## config.mk

```make
export PLATFORM = sky130hd
export DESIGN_NAME = vga_pixel_fetch_flat
export DESIGN_NICKNAME = d
export VERILOG_FILES = /design/src/rtl/vga_pkg.sv /design/src/rtl/vga_pixel_fetch_if.sv /design/src/rtl/vga_line_fifo.sv /design/src/rtl/vga_pixel_fetch.sv /design/src/flat_wrapper.sv
export SDC_FILE = /design/constraint.sdc
export NUM_CORES = 1
export LEC_CHECK = 0
export ABC_CLOCK_PERIOD_IN_PS = 7780
export CAP_MARGIN = 20
export CORE_UTILIZATION = 65
export DETAILED_ROUTE_END_ITERATION = 10
export PLACE_DENSITY = 0.85
export SLEW_MARGIN = 20
export SYNTH_ARGS = -nofsm -noshare
export SYNTH_HDL_FRONTEND = slang
export SYNTH_SLANG_ARGS = --single-unit
```

## constraint.sdc

```tcl
create_clock -name clk -period 7.78 [get_ports clk]
set_input_delay 1.167 -clock clk [delete_from_list [all_inputs] [get_ports clk]]
set_output_delay 1.167 -clock clk [all_outputs]
set_load 0.05 [all_outputs]
```

## src/rtl/vga_pkg.sv

```systemverilog
// Shared types and defaults for the VGA framebuffer pixel fetch path.
package vga_pkg;
  localparam int unsigned H_ACTIVE_DEF = 640;
  localparam int unsigned V_ACTIVE_DEF = 480;

  typedef logic [23:0] pixel_t;

  typedef enum logic [2:0] {
    IDLE,
    FETCH,
    WAIT,
    DONE,
    DRAIN
  } fetch_state_e;
endpackage

```

## src/rtl/vga_pixel_fetch_if.sv

```systemverilog
// Framebuffer read bus: single outstanding request, completed by mem_ack.
interface vga_pixel_fetch_if;
  logic        mem_req;
  logic [31:0] mem_addr;
  logic        mem_ack;
  logic [31:0] mem_rdata;

  modport master (output mem_req, mem_addr, input mem_ack, mem_rdata);
  modport slave  (input mem_req, mem_addr, output mem_ack, mem_rdata);
endinterface

```

## src/rtl/vga_line_fifo.sv

```systemverilog
// Synchronous pixel FIFO with flush; DEPTH must be a power of two so pointers wrap naturally.
module vga_line_fifo
  import vga_pkg::*;
#(
  parameter  int unsigned DEPTH = 16,
  localparam int unsigned AW    = $clog2(DEPTH)
) (
  input  logic          clk,
  input  logic          rst,
  input  logic          push_i,
  input  logic          pop_i,
  input  logic          flush_i,
  input  pixel_t        wdata_i,
  output pixel_t        rdata_o,
  output logic [AW:0]   count_o,
  output logic          empty_o,
  output logic          full_o
);
  pixel_t        mem_q [DEPTH];
  logic [AW-1:0] wr_ptr_q;
  logic [AW-1:0] rd_ptr_q;
  logic [AW:0]   count_q;
  logic          push_ok;
  logic          pop_ok;

  assign empty_o = (count_q == '0);
  assign full_o  = (32'(count_q) == DEPTH);
  assign count_o = count_q;
  assign rdata_o = mem_q[rd_ptr_q];

  // Flush overrides both ports so a same-cycle push or pop is discarded.
  assign push_ok = push_i & ~full_o & ~flush_i;
  assign pop_ok  = pop_i & ~empty_o & ~flush_i;

  always_ff @(posedge clk) begin
    if (rst || flush_i) begin
      wr_ptr_q <= '0;
      rd_ptr_q <= '0;
      count_q  <= '0;
    end else begin
      if (push_ok) wr_ptr_q <= wr_ptr_q + 1'b1;
      if (pop_ok)  rd_ptr_q <= rd_ptr_q + 1'b1;
      case ({push_ok, pop_ok})
        2'b10:   count_q <= count_q + 1'b1;
        2'b01:   count_q <= count_q - 1'b1;
        default: count_q <= count_q;
      endcase
    end
  end

  always_ff @(posedge clk) begin
    if (push_ok) mem_q[wr_ptr_q] <= wdata_i;
  end
endmodule

```

## src/rtl/vga_pixel_fetch.sv

```systemverilog
// Framebuffer-to-VGA pixel prefetcher: reads RGB888 words into a FIFO ahead of the timing stage.
// Optional macro VGA_FETCH_UNDERFLOW_CNT_EN adds a saturating underflow_cnt output.
module vga_pixel_fetch
  import vga_pkg::*;
#(
  parameter logic [31:0] FB_BASE    = 32'h0000_0000,
  parameter int unsigned H_ACTIVE   = H_ACTIVE_DEF,
  parameter int unsigned V_ACTIVE   = V_ACTIVE_DEF,
  parameter int unsigned FIFO_DEPTH = 16
) (
  input  logic                     clk,
  input  logic                     rst,
  input  logic                     frame_start,
  vga_pixel_fetch_if.master        mem,
  input  logic                     pix_rd,
  output pixel_t                   pix_data,
  output logic                     pix_valid,
  output logic                     underflow
`ifdef VGA_FETCH_UNDERFLOW_CNT_EN
  ,
  output logic [15:0]              underflow_cnt
`endif
);
  localparam int unsigned FCW         = $clog2(FIFO_DEPTH);
  localparam logic [31:0] TOTAL_WORDS = 32'(H_ACTIVE * V_ACTIVE);

  fetch_state_e state_q, state_d;
  logic         mem_req_q, mem_req_d;
  logic [31:0]  addr_q, addr_d;
  logic [31:0]  wcnt_q, wcnt_d;
  logic [31:0]  wcnt_inc;
  logic         push;
  logic         pop;
  logic         fifo_room;
  logic         fifo_full;
  logic         fifo_empty;
  logic [FCW:0] fifo_count;
  pixel_t       fifo_head;
  pixel_t       pix_data_q;
  logic         pix_valid_q;
  logic         underflow_q;
  logic         underflow_evt;
  logic         busy_bus;
  logic         unused_rdata_hi;

  assign unused_rdata_hi = ^{mem.mem_rdata[31:24], fifo_full};

  assign wcnt_inc  = wcnt_q + 32'd1;
  assign fifo_room = (32'(fifo_count) + 32'd1) <= FIFO_DEPTH;
  // A request still on the bus must run to its ack even across frame_start.
  assign busy_bus  = ((state_q == WAIT) || (state_q == DRAIN)) && !mem.mem_ack;

  vga_line_fifo #(.DEPTH(FIFO_DEPTH)) u_fifo (
    .clk     (clk),
    .rst     (rst),
    .push_i  (push),
    .pop_i   (pop),
    .flush_i (frame_start),
    .wdata_i (mem.mem_rdata[23:0]),
    .rdata_o (fifo_head),
    .count_o (fifo_count),
    .empty_o (fifo_empty),
    .full_o  (fifo_full)
  );

  always_ff @(posedge clk) begin
    if (rst) state_q <= IDLE;
    else     state_q <= state_d;
  end

  always_comb begin
    state_d = state_q;
    if (frame_start) begin
      state_d = busy_bus ? DRAIN : FETCH;
    end else begin
      unique case (state_q)
        IDLE:    state_d = IDLE;
        FETCH:   if (fifo_room) state_d = WAIT;
        WAIT:    if (mem.mem_ack) state_d = (wcnt_inc == TOTAL_WORDS) ? DONE : FETCH;
        DONE:    state_d = DONE;
        DRAIN:   if (mem.mem_ack) state_d = FETCH;
        default: state_d = IDLE;
      endcase
    end
  end

  always_comb begin
    mem_req_d = mem_req_q;
    addr_d    = addr_q;
    wcnt_d    = wcnt_q;
    push      = 1'b0;
    if (frame_start) begin
      wcnt_d = '0;
      // Address is only rewound once the bus is free, keeping mem_addr stable while a request is open.
      if (!busy_bus) begin
        mem_req_d = 1'b0;
        addr_d    = FB_BASE;
      end
    end else begin
      unique case (state_q)
        FETCH: if (fifo_room) mem_req_d = 1'b1;
        WAIT: if (mem.mem_ack) begin
          mem_req_d = 1'b0;
          push      = 1'b1;
          addr_d    = addr_q + 32'd4;
          wcnt_d    = wcnt_inc;
        end
        DRAIN: if (mem.mem_ack) begin
          mem_req_d = 1'b0;
          addr_d    = FB_BASE;
        end
        default: ;
      endcase
    end
  end

  always_ff @(posedge clk) begin
    if (rst) begin
      mem_req_q <= 1'b0;
      addr_q    <= FB_BASE;
      wcnt_q    <= '0;
    end else begin
      mem_req_q <= mem_req_d;
      addr_q    <= addr_d;
      wcnt_q    <= wcnt_d;
    end
  end

  assign mem.mem_req  = mem_req_q;
  assign mem.mem_addr = addr_q;

  assign pop           = pix_rd & ~fifo_empty & ~frame_start;
  assign underflow_evt = pix_rd & fifo_empty & ~frame_start;

  always_ff @(posedge clk) begin
    if (rst) begin
      pix_data_q  <= '0;
      pix_valid_q <= 1'b0;
      underflow_q <= 1'b0;
    end else if (frame_start) begin
      underflow_q <= 1'b0;
      if (pix_rd) begin
        pix_data_q  <= '0;
        pix_valid_q <= 1'b0;
      end
    end else if (pix_rd) begin
      if (!fifo_empty) begin
        pix_data_q  <= fifo_head;
        pix_valid_q <= 1'b1;
      end else begin
        pix_data_q  <= '0;
        pix_valid_q <= 1'b0;
        underflow_q <= 1'b1;
      end
    end
  end

  assign pix_data  = pix_data_q;
  assign pix_valid = pix_valid_q;
  assign underflow = underflow_q;

`ifdef VGA_FETCH_UNDERFLOW_CNT_EN
  function automatic logic [15:0] sat_inc16(input logic [15:0] v);
    return (v == 16'hFFFF) ? v : v + 16'd1;
  endfunction

  logic [15:0] ucnt_q;

  always_ff @(posedge clk) begin
    if (rst)                ucnt_q <= '0;
    else if (underflow_evt) ucnt_q <= sat_inc16(ucnt_q);
  end

  assign underflow_cnt = ucnt_q;
`else
  logic unused_uevt;
  assign unused_uevt = underflow_evt;
`endif
endmodule

```

## src/flat_wrapper.sv

```systemverilog
// flat-port wrapper written by rule: the top's interface ports become plain ports
module vga_pixel_fetch_flat import vga_pkg::*;
#(
  parameter logic [31:0] FB_BASE    = 32'h0000_0000,
  parameter int unsigned H_ACTIVE   = H_ACTIVE_DEF,
  parameter int unsigned V_ACTIVE   = V_ACTIVE_DEF,
  parameter int unsigned FIFO_DEPTH = 16
)
  (clk, rst, frame_start, pix_rd, pix_data, pix_valid, underflow, mem_mem_req, mem_mem_addr, mem_mem_ack, mem_mem_rdata);
  vga_pixel_fetch_if mem_i ();
  input  logic clk;
  input  logic rst;
  input  logic frame_start;
  input  logic pix_rd;
  output pixel_t pix_data;
  output logic pix_valid;
  output logic underflow;
  output wire logic [$bits(mem_i.mem_req)-1:0] mem_mem_req;
  output wire logic [$bits(mem_i.mem_addr)-1:0] mem_mem_addr;
  input wire logic [$bits(mem_i.mem_ack)-1:0] mem_mem_ack;
  input wire logic [$bits(mem_i.mem_rdata)-1:0] mem_mem_rdata;
  assign mem_mem_req = mem_i.mem_req;
  assign mem_mem_addr = mem_i.mem_addr;
  assign mem_i.mem_ack = mem_mem_ack;
  assign mem_i.mem_rdata = mem_mem_rdata;
  vga_pixel_fetch #(.FB_BASE(FB_BASE), .H_ACTIVE(H_ACTIVE), .V_ACTIVE(V_ACTIVE), .FIFO_DEPTH(FIFO_DEPTH)) u_core (.clk(clk), .rst(rst), .frame_start(frame_start), .mem(mem_i), .pix_rd(pix_rd), .pix_data(pix_data), .pix_valid(pix_valid), .underflow(underflow));
endmodule
```

---- Word level (Yosys, flattened, before mapping) ----
Memories as Yosys holds them, arrays and structs flattened. A register that Yosys moved wholly into a read port is not among the register bits.
Index checks and enable logic that the tools add are counted.
word-level totals
  memories kept ........................... 1
  memory bits (writable) .................. 384
  flip-flop bits (word level) ............. 107
  word-level logic and storage cells ...... 89
  output and inout port bits .............. 59
  input bits .............................. 37
cells by class
  add/subtract/negate cells ............... 7
  $lt $le $gt $ge ......................... 1
  multiplexer cells ....................... 33
  bitwise gates (word level) .............. 9
  eq/ne operators ......................... 13
  reductions and logical operators ........ 15
memory list
  memory               words  bits a word  rd ports  clocked after memory_dff  wr ports  RTL line             RTL
  u_core.u_fifo.mem_q  16     24           1         1                         1         vga_line_fifo.sv:19  pixel_t mem_q [DEPTH];
operator list
  kind                                                    number
  2-to-1 mux 32 bit                                       4
  2-to-1 mux 24 bit                                       4
  one-hot mux 32 bit (2 select lines)                     1
  adder 32 x 1 -> 32 bit (second input constant)          1
  adder 32 x 3 -> 32 bit (second input constant)          1
  equality test 32 x 19 -> 1 bit (second input constant)  1
  <= comparator 32 x 5 -> 1 bit (second input constant)   1
  2-to-1 mux 3 bit                                        5
  2-to-1 mux 1 bit                                        13
  one-hot mux 3 bit (4 select lines)                      1
  one-hot mux 5 bit (2 select lines)                      1
  adder 4 x 1 -> 4 bit (second input constant)            2
  2-to-1 mux 4 bit                                        2
  AND reduction 4 bit                                     2
  adder 5 x 1 -> 6 bit (second input constant)            1
  AND 1 bit                                               6
  equality test 3 x 2 -> 1 bit (second input constant)    2
  != test 3 bit (second input constant)                   2
  nonzero test 3 bit                                      2
  adder 5 x 1 -> 5 bit (second input constant)            1
  equality test 5 bit (second input constant)             1
  logical NOT 5 bit                                       1
  subtractor 5 x 1 -> 5 bit (second input constant)       1
  AND reduction 2 bit                                     2
  other kinds (16)                                        20

---- Longest topological paths before layout ----
  depth after elaboration ................. 8
  depth in mapped cells ................... 14
  depth with buffers taken out ............ 13

---- Hierarchy ----
A second synthesis with hierarchy kept.
unflattened totals
  cells, all modules ...................... 1,240
  area, all modules ....................... 20,193.1 µm²
modules (own cells, without submodules)
  module           area each (µm²)  cells an instance  times used  sequential area each (µm²)
  vga_line_fifo    15,417.3         659                1           11,871.4
  vga_pixel_fetch  4,775.8          581                1           1,841.8

---- Least setup slack after synthesis ----
No wires, ideal clock.
  path type ............................... input to register
  from .................................... input port mem_mem_ack
  to ...................................... memory u_core.u_fifo.mem_q[3][0] (netlist bit), enable pin
  slack ................................... 3.548 ns
  path buffers ............................ 0
  cell stages on the path ................. 5
  data arrival time ....................... 3.797 ns
  setup time .............................. 0.435 ns
  required time ........................... 7.345 ns
  cells stage by stage .................... nand3_1 > a21oi_1 > nor2b_1 > nand2_1 > nor3_1
on the way
  word-level cells in the longest chain between the ends .. 7
ends and longest elaborated chain
  what                                    RTL line                RTL
  from (decl)                             flat_wrapper.sv:20      input wire logic [$bits(mem_i.mem_ack)-1:0] mem_mem_ack;
  2-to-1 mux 1 bit                        vga_pixel_fetch.sv:102  WAIT: if (mem.mem_ack) begin
  2-to-1 mux 1 bit                        vga_pixel_fetch.sv:100  unique case (state_q)
  2-to-1 mux 1 bit                        vga_pixel_fetch.sv:92   if (frame_start) begin
  AND 1 bit (2 in a row)                  vga_line_fifo.sv:32     assign push_ok = push_i & ~full_o & ~flush_i;
  2-to-1 mux 1 bit                        vga_line_fifo.sv:52     if (push_ok) mem_q[wr_ptr_q] <= wdata_i;
  2-to-1 mux 1 bit (not written as such)  vga_line_fifo.sv:52
  to (decl)                               vga_line_fifo.sv:19
Every way passes these cells.

---- Final worst setup path ----
  from .................................... input port mem_mem_ack
  to ...................................... memory u_core.u_fifo.mem_q[1][21] (netlist bit), enable pin
Same word-level chain as after synthesis.

==> results summary <==
In the layout the commonest cells are sky130_fd_sc_hd__edfxtp_1, sky130_fd_sc_hd__dfxtp_1, sky130_fd_sc_hd__mux4_2. The area of all placed cells without fillers is 22,700 sq um. At the end of the flow, the number of nets in the layout was 1,393. The detailed router finished its first iteration with 1,256 violations.

TritonCTS built the clock tree. The overall overflow remaining after global route came out at 0. The total design power came out at 5.32 mW. The post-route clock skew came out at 0.0223 ns. The maximum number of pins on one net before global-route repair is 71. IR analysis of the VDD net gives a maximum drop of 229 uV. The synthesized area divided by synthesized cell count came out at 15.7 sq um.

Dividing the detail-routed via count by the number of cells gives 6.53. The maximum count of clock buffers along a single path is 3. The primary flip-flop cell chosen by synthesis mapping is sky130_fd_sc_hd__edfxtp_1. The quantity of I/O buffers inserted on ports is 85. At the worst endpoint, the required time is 8.00 ns. The number of iterations in the first detailed-routing pass came out at 7. The number of slew-limit violations in the final report came to 0. The final routed wire length divided by cell count is 25.7 um.

Setup total negative slack on the finished layout was measured at 0 ns. The number of antenna violations at the first check in global routing is 0. The remaining routing DRC violations is 0. The worst-case setup slack after placement is 3.09 ns. The sequential-to-total area share from yosys stat is 69.0%. The fraction of synthesis flops using an asynchronous set or reset pin came out at 0%. For this run, the top clock speed supported by timing is 239 MHz. The first-pass GRT wire length is 68.8 mm. The end point of the critical path is u_core.u_fifo.mem_q[1][21]. The remaining antenna violation count after routing is 0. The logic depth of the worst register-to-register path came out at 7.

The run finished with clean final reports. The H-tree depth is 2. The clock period minus final worst setup slack is 4.18 ns. The worst setup path is of the input pin to flip-flop kind. The I/O pin count came out at 96.

The post-synthesis register bit count came out at 493. The detailed-route via count is 11,600. For this run, the share of the core covered by cells in the final layout is 76.1%. The overall die area is 31,300 sq um. The clock slew seen by the registers of the worst setup and hold paths is 0.06 ns.

The part of the cycle the worst path needs came out at 53.7%. The worst register-to-register path ends at u_core.u_fifo.mem_q[1][21]. The final count of negative-setup-slack endpoints is 0. The endpoint class of the critical path is a flip-flop. Synthesis produced 1,267 cells. The launching element type of the critical path is an input pin.

The slew at the pin closest to its max-slew limit is 1.09 ns. After clock tree synthesis, the repair step resized 0 gates. The power per cell area came out at 234 nW/um^2. The worst-case setup margin in the final layout is 3.60 ns.

The number of enable-type register cells in the synthesized netlist came out at 384. The total core area came out at 29,900 sq um. The worst pin sits at a relative slew slack of 26.9%.

The worst reg-to-reg setup slack came out at 4.15 ns. The clock latency of the later-clocked register in the worst-skew pair came out at 0.57 ns. The tree is rooted in a sky130_fd_sc_hd__clkbuf_16. The endpoint arrival time on the critical path is 4.39 ns.

Once placement finished, the instance area stood at 21,100 sq um. The count of maximum capacitance violations came out at 0. The library cell used most frequently in the layout, excluding fill and tap cells, is sky130_fd_sc_hd__edfxtp_1.

In this run the worst setup path begins at mem_mem_ack. After detailed routing, the total wire length is 45.7 mm. The count of endpoints failing hold in the final timing report came to 0. The standby leakage power came out at 6.98 nW. The standard-cell row count came out at 63. In this run the worst hold path is classified as flip-flop to flip-flop. After clock tree synthesis, the flow added hold-fix buffers numbering 0.

The number of buffers created by CTS came out at 49. The area added between synthesis and finish came out at 14.4%. The startpoint identified for the worst register-to-register timing path is u_core.state_q[1]. The netlist area before placement is 19,900 sq um. The number of distinct library cells after synthesis came out at 59. From bottom edge to top edge, the die measures 177 um. The initial core utilization is 66.5%. The number of warnings reported in the yosys synthesis log is 0.

The number of inserted diodes came out at 0. The all-layer global routing usage is 30.0%. The floorplan step set the die width to 177 um. Buffers added to address setup during post-CTS repair amount to 0.

Setup repair after global routing left no endpoint under its margin. The number of global-route vias before repair came out at 11,700. The post-DP HPWL came out at 22.9 mm. The total clock sinks is 493. Of all nets on the critical path, the largest fanout is 18.

At the end of routability-driven placement, the weighted congestion stood at 0.881. The layout cell share with drive strength beyond 1 is 16.2%.
[stage by stage]
stage	std cells	hold WS, ns
floorplan	1268	0.470
global placement	1683	0.444
detailed placement	1683	0.455
CTS	1775	0.465
global route	1775	0.493
finish	1775	0.465
[worst max-delay path, stage by stage]
cell and delay, ns:
sky130_fd_sc_hd__clkdlybuf4s50_1 0.61, sky130_fd_sc_hd__nand3_1 0.34, sky130_fd_sc_hd__a21oi_1 0.40, sky130_fd_sc_hd__nor2b_1 0.42, sky130_fd_sc_hd__nand2_1 0.30, sky130_fd_sc_hd__nor3_2 0.68
sky130_fd_sc_hd__buf_4 0.46
[cells in the mapped netlist (5+ instances only)]
cell / n / area share [%]
sky130_fd_sc_hd__inv_1: 15 / 0.28
sky130_fd_sc_hd__nor2b_1: 27 / 0.85
sky130_fd_sc_hd__a21oi_1: 69 / 1.7
sky130_fd_sc_hd__a211oi_1: 25 / 0.94
sky130_fd_sc_hd__nor2_1: 101 / 1.9
sky130_fd_sc_hd__mux2i_1: 27 / 1.4
sky130_fd_sc_hd__nand2_1: 90 / 1.7
sky130_fd_sc_hd__ha_1: 11 / 0.69
sky130_fd_sc_hd__and3_1: 9 / 0.28
sky130_fd_sc_hd__nand4_1: 28 / 0.88
sky130_fd_sc_hd__mux4_2: 96 / 11
sky130_fd_sc_hd__edfxtp_1: 384 / 58
sky130_fd_sc_hd__nor3_1: 19 / 0.48
sky130_fd_sc_hd__nand3_1: 19 / 0.48
sky130_fd_sc_hd__or3_1: 9 / 0.28
sky130_fd_sc_hd__o21ai_0: 10 / 0.25
sky130_fd_sc_hd__dfxtp_1: 109 / 11
sky130_fd_sc_hd__buf_4: 5 / 0.19
sky130_fd_sc_hd__nor4_1: 10 / 0.31
sky130_fd_sc_hd__xnor2_1: 38 / 1.7
sky130_fd_sc_hd__xor2_1: 42 / 1.9
sky130_fd_sc_hd__buf_2: 17 / 0.43
sky130_fd_sc_hd__clkbuf_1: 44 / 0.83
[layout make-up]
type,count,area (sq um)
clock inverters,20,235
flip-flops and latches,493,13700
inverters,16,60.1
clock buffers,72,1420
fillers,1645,7140
multi-input cells,685,5840
well taps,390,488
repair buffers,99,956
[power breakdown]
group          internal [mW]  total (mW)  switching, mW
registers               2.83        2.84        0.00301
logic                 0.0213      0.0797         0.0584
clock network           1.41        2.40          0.993
total                   4.27        5.32           1.05
[metal layers]
layer	GRT usage [%]	up-vias	wire (um)	part of all wire [%]
met5	0	-	0	0
met2	50.7	692	23500	51
met4	11.2	0	1340	2.9
met3	5.30	97	3740	8.2
li1	-	4989	-	-
met1	39.3	5820	17100	37
[kinds of logic (layout without fill, tap and decap cells)]
kind of cell    Yosys count  count (layout)  share of synthesized area (%)
mux                     123             123                           12.2
xor+xnor                 80              80                           3.53
compound gates          126             126                           3.89
other cells               1               2                         0.0189
buf+inv                  90             207                           2.07
simple gates            342             342                           8.44
fa+ha+maj                12              12                          0.793
flops                   493             493                           69.0
[state kept, by name, summed over array words and instances (netlist names), named ones only]
register and flops:
u_core.u_fifo.rd_ptr_q 4, u_core.state_q 3, u_core.underflow 1, u_core.pix_valid 1
u_core.u_fifo.count_o 5, u_core.u_fifo.mem_q 384, u_core.mem.mem_req 1, u_core.mem.mem_addr 30
u_core.wcnt_q 32, u_core.u_fifo.wr_ptr_q 4, u_core.pix_data 24
[worst min-delay path by stage]
stage,start,end,slack [ns],depth (start not counted)
floorplan,u_core.wcnt_q[31],u_core.wcnt_q[31],0.47,2
finish,u_core.pix_data[1],u_core.pix_data[1],0.47,2
detailed placement,u_core.pix_data[2],u_core.pix_data[2],0.46,2
global placement,u_core.pix_data[23],u_core.pix_data[23],0.44,2
global route,u_core.pix_data[22],u_core.pix_data[22],0.49,2
CTS,u_core.pix_data[2],u_core.pix_data[2],0.46,2
Note: power is estimated with default switching activity, not from simulation.
